$ cat src/rtl/fa_pkg.sv
// rtl/fa_pkg.sv - shared bit positions, widths and defaults for the full-adder stream wrapper.
package fa_pkg;

  localparam int A_BIT    = 0;
  localparam int B_BIT    = 1;
  localparam int CIN_BIT  = 2;
  localparam int S_BIT    = 3;
  localparam int COUT_BIT = 4;

  localparam int IN_W  = 3;
  localparam int OUT_W = 5;

  localparam int DEFAULT_DEPTH = 4;

endpackage

$ cat src/rtl/fa_stream_wrapper_if.sv
// rtl/fa_stream_wrapper_if.sv - operand-in / result-out handshake bundle.
interface fa_stream_wrapper_if;
  import fa_pkg::*;

  logic             valid_in;
  logic             ready_in;
  logic [IN_W-1:0]  data_bus_in;
  logic             valid_out;
  logic             ready_out;
  logic [OUT_W-1:0] data_bus_out;

  // master drives operands and accepts results; slave is the wrapper itself
  modport master (
    output valid_in, data_bus_in, ready_out,
    input  ready_in, valid_out, data_bus_out
  );

  modport slave (
    input  valid_in, data_bus_in, ready_out,
    output ready_in, valid_out, data_bus_out
  );

endinterface

$ cat src/rtl/fa_result_fifo.sv
// rtl/fa_result_fifo.sv - result buffer, power-of-two depth, reads zero when empty.
module fa_result_fifo #(
  parameter int DEPTH = 4,
  parameter int WIDTH = 5
) (
  input  logic                     clk,
  input  logic                     rst,
  input  logic                     push,
  input  logic [WIDTH-1:0]         push_data,
  input  logic                     pop,
  output logic [WIDTH-1:0]         pop_data,
  output logic                     full,
  output logic                     empty,
  output logic [$clog2(DEPTH):0]   level
);

  localparam int PTR_W = $clog2(DEPTH);
  localparam int LVL_W = PTR_W + 1;

  logic [WIDTH-1:0] mem_q [DEPTH];
  logic [WIDTH-1:0] mem_d [DEPTH];
  logic [PTR_W-1:0] wr_ptr_q, wr_ptr_d;
  logic [PTR_W-1:0] rd_ptr_q, rd_ptr_d;
  logic [LVL_W-1:0] level_q, level_d;
  logic             do_push, do_pop;

  assign full     = (level_q == LVL_W'(DEPTH));
  assign empty    = (level_q == '0);
  assign level    = level_q;
  assign pop_data = empty ? '0 : mem_q[rd_ptr_q];

  // guarding here keeps the buffer safe even if a caller ignores full/empty
  assign do_push = push && !full;
  assign do_pop  = pop && !empty;

  always_comb begin
    mem_d    = mem_q;
    wr_ptr_d = wr_ptr_q;
    rd_ptr_d = rd_ptr_q;
    level_d  = level_q;
    if (do_push) begin
      mem_d[wr_ptr_q] = push_data;
      wr_ptr_d        = wr_ptr_q + 1'b1;
    end
    if (do_pop) begin
      rd_ptr_d = rd_ptr_q + 1'b1;
    end
    case ({do_push, do_pop})
      2'b10:   level_d = level_q + 1'b1;
      2'b01:   level_d = level_q - 1'b1;
      default: level_d = level_q;
    endcase
  end

  always_ff @(posedge clk or posedge rst) begin
    if (rst) begin
      wr_ptr_q <= '0;
      rd_ptr_q <= '0;
      level_q  <= '0;
    end else begin
      wr_ptr_q <= wr_ptr_d;
      rd_ptr_q <= rd_ptr_d;
      level_q  <= level_d;
    end
  end

  always_ff @(posedge clk) begin
    mem_q <= mem_d;
  end

endmodule

$ cat src/rtl/fa_stream_wrapper.sv
// rtl/fa_stream_wrapper.sv - registered full adder with buffered, in-order results and an accept counter.
module fa_stream_wrapper
  import fa_pkg::*;
#(
  parameter int DEPTH = DEFAULT_DEPTH,
  parameter int CNT_W = 16
) (
  input  logic                   clk,
  input  logic                   rst,
  fa_stream_wrapper_if.slave     bus,
  output logic [$clog2(DEPTH):0] level,
  output logic [CNT_W-1:0]       txn_count
);

  logic [OUT_W-1:0] result;
  logic [CNT_W-1:0] txn_count_q, txn_count_d;
  logic             accept;
  logic             fifo_full;
  logic             fifo_empty;
  logic             a, b, cin;

  assign a   = bus.data_bus_in[A_BIT];
  assign b   = bus.data_bus_in[B_BIT];
  assign cin = bus.data_bus_in[CIN_BIT];

  always_comb begin
    result           = '0;
    result[A_BIT]    = a;
    result[B_BIT]    = b;
    result[CIN_BIT]  = cin;
    result[S_BIT]    = a ^ b ^ cin;
    result[COUT_BIT] = (a & b) | (a & cin) | (b & cin);
  end

  // ready_in comes straight from the buffer level, never from ready_out
  assign bus.ready_in  = !fifo_full;
  assign bus.valid_out = !fifo_empty;
  assign accept        = bus.valid_in && !fifo_full;

  always_comb begin
    txn_count_d = txn_count_q;
    if (accept) begin
      txn_count_d = txn_count_q + CNT_W'(1);
    end
  end

  always_ff @(posedge clk or posedge rst) begin
    if (rst) begin
      txn_count_q <= '0;
    end else begin
      txn_count_q <= txn_count_d;
    end
  end

  assign txn_count = txn_count_q;

  fa_result_fifo #(
    .DEPTH (DEPTH),
    .WIDTH (OUT_W)
  ) u_fifo (
    .clk       (clk),
    .rst       (rst),
    .push      (accept),
    .push_data (result),
    .pop       (bus.ready_out),
    .pop_data  (bus.data_bus_out),
    .full      (fifo_full),
    .empty     (fifo_empty),
    .level     (level)
  );

endmodule

$ cat src/flat_wrapper.sv
// flat-port wrapper written by rule: the top's interface ports become plain ports
module fa_stream_wrapper_flat import fa_pkg::*;
#(
  parameter int DEPTH = DEFAULT_DEPTH,
  parameter int CNT_W = 16
)
  (clk, rst, level, txn_count, bus_valid_in, bus_data_bus_in, bus_ready_out, bus_ready_in, bus_valid_out, bus_data_bus_out);
  fa_stream_wrapper_if bus_i ();
  input  logic clk;
  input  logic rst;
  output logic [$clog2(DEPTH):0] level;
  output logic [CNT_W-1:0] txn_count;
  input wire logic [$bits(bus_i.valid_in)-1:0] bus_valid_in;
  input wire logic [$bits(bus_i.data_bus_in)-1:0] bus_data_bus_in;
  input wire logic [$bits(bus_i.ready_out)-1:0] bus_ready_out;
  output wire logic [$bits(bus_i.ready_in)-1:0] bus_ready_in;
  output wire logic [$bits(bus_i.valid_out)-1:0] bus_valid_out;
  output wire logic [$bits(bus_i.data_bus_out)-1:0] bus_data_bus_out;
  assign bus_i.valid_in = bus_valid_in;
  assign bus_i.data_bus_in = bus_data_bus_in;
  assign bus_i.ready_out = bus_ready_out;
  assign bus_ready_in = bus_i.ready_in;
  assign bus_valid_out = bus_i.valid_out;
  assign bus_data_bus_out = bus_i.data_bus_out;
  fa_stream_wrapper #(.DEPTH(DEPTH), .CNT_W(CNT_W)) u_core (.clk(clk), .rst(rst), .bus(bus_i), .level(level), .txn_count(txn_count));
endmodule
$ cat config.mk
export PLATFORM = sky130hd
export DESIGN_NAME = fa_stream_wrapper_flat
export DESIGN_NICKNAME = d
export VERILOG_FILES = /design/src/rtl/fa_pkg.sv /design/src/rtl/fa_stream_wrapper_if.sv /design/src/rtl/fa_result_fifo.sv /design/src/rtl/fa_stream_wrapper.sv /design/src/flat_wrapper.sv
export SDC_FILE = /design/constraint.sdc
export NUM_CORES = 1
export LEC_CHECK = 0
export CAP_MARGIN = 20
export CORE_ASPECT_RATIO = 1.4
export CORE_MARGIN = 2
export CORE_UTILIZATION = 33
export CTS_CLUSTER_SIZE = 16
export DETAILED_ROUTE_END_ITERATION = 10
export GPL_ROUTABILITY_DRIVEN = 0
export PLACE_DENSITY = 0.61
export SETUP_SLACK_MARGIN = 0.2
export SLEW_MARGIN = 20
export SYNTH_ARGS = -nofsm -noshare
export SYNTH_HDL_FRONTEND = slang
export SYNTH_SLANG_ARGS = --single-unit
$ cat constraint.sdc
create_clock -name clk -period 2.3 [get_ports clk]
set_input_delay 0.46 -clock clk [delete_from_list [all_inputs] [get_ports clk]]
set_output_delay 0.46 -clock clk [all_outputs]
set_load 0.05 [all_outputs]
==> results.toml <==
[floorplan]
rows = 32
die_h_um = 94.4
ios = 33
die_w_um = 68.5
die-area_um2 = 6470
coreArea_um2 = 5570
start_util_pct = 34.6

[detailed_routing]
dr.pass1.iters = 4
vias = 1127
routed_wl_mm = 3.62
drt_iter0_drc = 14
wl_per_cell_um = 15.1
drtAntennaViolNets = 0
drc = 0
vias_per_cell = 4.70

[clocking]
path_clk_slew_ns = 0.08
clock_sinks = 43
cts_tree = "yes"
cts_made_buffers = 5
insertion_delay_ns = 0.29
root_buffer = "clkbuf_8"
clockBufferDepth = 2
cts_hold_buf = 0
htree_num_levels = 2

[logic_synthesis]
synth_top_area_share_pct = 31.2
ys_warn_count = 0
synth_area_per_cell_um2 = 14.7
seq_area_frac_synth_pct = 61.1
yosysTopAreaCell = "edfxtp_1"
synthCells = 131
syn_nets = 146
ys_ff_latch = 43
ys_types = 28
syn_area_um2 = 1920
synth.area.top_cells = "edfxtp_1 31%, dfrtp_1 30%, xnor2_1 6.8%, mux4_2 5.9%, ha_1 3.9%"

[setup_path]
setup.worst_path.start = "u_core.u_fifo.rd_ptr_q[0]"
worstSetupPathType = "reg -> out"
reg2reg_from = "u_core.u_fifo.level[0]"
crit_path_start_kind = "flop"
cp_max_fo = 6
arrival_ns = 1.61
critPathTopFamily = "multiplexers"
crit_path_end_kind = "primary output"
cpPeakStageDelay_ns = 0.53
worstPathCellList = "mux4_2 > and2_4 > buf_8"
ff2ff_path_depth = 8
cp_slowest_cell = "mux4_2"
path_buf_inv = 1
crit_cells = 3
worstPathRequired_ns = 1.84

[finish]
area_delta_synth_final_pct = 29.8
diodes = 0
fin_nets = 186
drive_gt1_share_pct = 27.3
fin_cells = 240

[worst_hold_path]
hold_class = "reg -> reg"
holdPathStages = 1
hp-start = "u_core.txn_count[15]"

[global_route]
grt_max_degree = 24
grt_first_pass_wirelength_mm = 5.89
grt_pass1_vias = 1226
track_usage_pct = 12.5
grt_overflow_total = 0
antenna_found_initial = 0

[placement]
place_inst = 229
io_buffers = 32
dp_hpwl_mm = 2.66

[power]
ir_drop_v = 0.000888
p_leak_nw = 1.02
power_density_nw_per_um2 = 1390

[run]
maxCapViolations = 0

[sta]
drv_slew = 0
period_needed_ns = 2.07
fin_tns_setup_ns = 0
rsz0062_at_grt = "yes"
tightest_slew_ns = 0.520
max_freq_mhz = 483
relSlewSlack_pct = 65.2
period_share_pct = 90.0
skew_ns = 0.00680
hold_viol = 0
setup_violations = 0

[outcome]
outcome = "finished, final reports clean"
-- registers in the layout, indices dropped and copies added (netlist names) --
signal,flops
u_core.u_fifo.mem_q,20
u_core.txn_count,16
u_core.u_fifo.level,3
u_core.u_fifo.rd_ptr_q,2
u_core.u_fifo.wr_ptr_q,2
-- per-stage QoR --
step / cell area (um2) / hold slack, ns / utilization, % / total power [mW] / setup WS [ns]
after detailed placement: 2340 / 0.477 / 42.1 / 2.84 / 0.0712
final: 2500 / 0.486 / 44.9 / 3.47 / 0.230
after floorplan: 1980 / 0.462 / - / 2.42 / 0.148
after CTS: 2480 / 0.493 / 44.6 / 3.50 / 0.199
after global routing: 2500 / 0.514 / 44.9 / 3.66 / 0.154
after global placement: 2340 / 0.465 / 42.1 / 2.79 / 0.116
-- kinds of logic (layout without fill, tap and decap cells) --
| group | after synthesis | in the layout | share of synthesized area, % |
|---|---|---|---|
| AOI/OAI and AO/OA | 1 | 1 | 0.260 |
| xor gates and xnor gates | 21 | 21 | 9.56 |
| adders and majority gates | 8 | 8 | 5.98 |
| buffers and inverters | 11 | 52 | 2.67 |
| DFF | 43 | 43 | 61.1 |
| muxes | 7 | 7 | 7.02 |
| and+or+nand+nor | 40 | 40 | 13.4 |
-- worst paths after layout --
check | to | slack, ns
max in group asynchronous | u_core.u_fifo.rd_ptr_q[0] | 1.55
worst min-delay path | u_core.txn_count[15] | 0.49
min in group asynchronous | u_core.txn_count[1] | 0.51
worst max-delay path | bus_data_bus_out[0] | 0.23
worst min register to register | u_core.txn_count[15] | 0.49
worst max register to register | u_core.u_fifo.level[2] | 0.30
-- cells in the final DEF (no fill, tap or decap) --
cell              n
nand3_1           4
xnor2_1          15
nand4_2           1
fa_1              1
mux4_2            5
nor2_1            4
ha_1              5
mux2_2            2
nand4_1           6
or3_4             1
clkbuf_1          2
and3_1            2
o21ai_0           1
dfrtp_2           4
and2_4            6
inv_1             6
dlymetal6s2s_1    2
clkbuf_2          1
clkdlybuf4s50_1  23
dfrtp_1          19
xor2_1            6
fa_2              1
buf_4             6
and4_1            1
nand2_8           1
clkinv_2          1
inv_2             1
and3_2            4
buf_8             5
and2_1            2
clkbuf_8          5
or3b_4            1
ha_4              1
nor4b_4           1
edfxtp_1         20
nand2_1           6
-- repair_timing --
action                                  in CTS  in global routing
endpoints found under the setup margin       6                  9
gates resized for setup                     17                  4
buffers inserted                             1                  2
endpoints found under the hold margin        0                  0
pin swaps                                    5                  1
-- worst register-to-register path, delay by kind of cell, from the launching register on --
family                     cells  cell delay [ns]
adders and majority gates      2             0.47
and+or+nand+nor                3             0.68
DFF                            1             0.44
xor gates and xnor gates       2             0.29
buffers and inverters          1             0.05
-- power by group --
group | switching, mW | internal (mW)
combinational | 1.01 | 0.788
clock | 0.234 | 0.213
sequential | 0.207 | 1.02
-- Yosys cell counts, drive strengths merged --
| cell | count |
|---|---|
| and4 | 1 |
| nor4b | 1 |
| nand3 | 4 |
| or3b | 1 |
| o21ai | 1 |
| inv | 7 |
| and3 | 6 |
| nand2 | 7 |
| and2 | 8 |
| dfrtp | 23 |
| fa | 2 |
| mux2 | 2 |
| ha | 6 |
| xor2 | 6 |
| nor2 | 4 |
| or3 | 1 |
| xnor2 | 15 |
| edfxtp | 20 |
| nand4 | 7 |
| buf | 4 |
| mux4 | 5 |
-- area by class of cell --
type                       count  area, um2
multi-input combinational     77        744
sequential                    43       1180
timing repair buffer          37        380
clock inverter                 1       5.00
fill                         505       3070
inverter                       7       26.3
clock buffer                   7       76.3
tap                           68       85.1
-- layer usage --
metal	vias to the layer above	share of wire (%)	GRT usage, %
met5	-	0	0
met4	0	1.9	5.67
met3	7	4.7	3.46
met2	31	53	21.4
met1	554	40	13.9
li1	535	-	-
(Power assumes the default switching activity.)
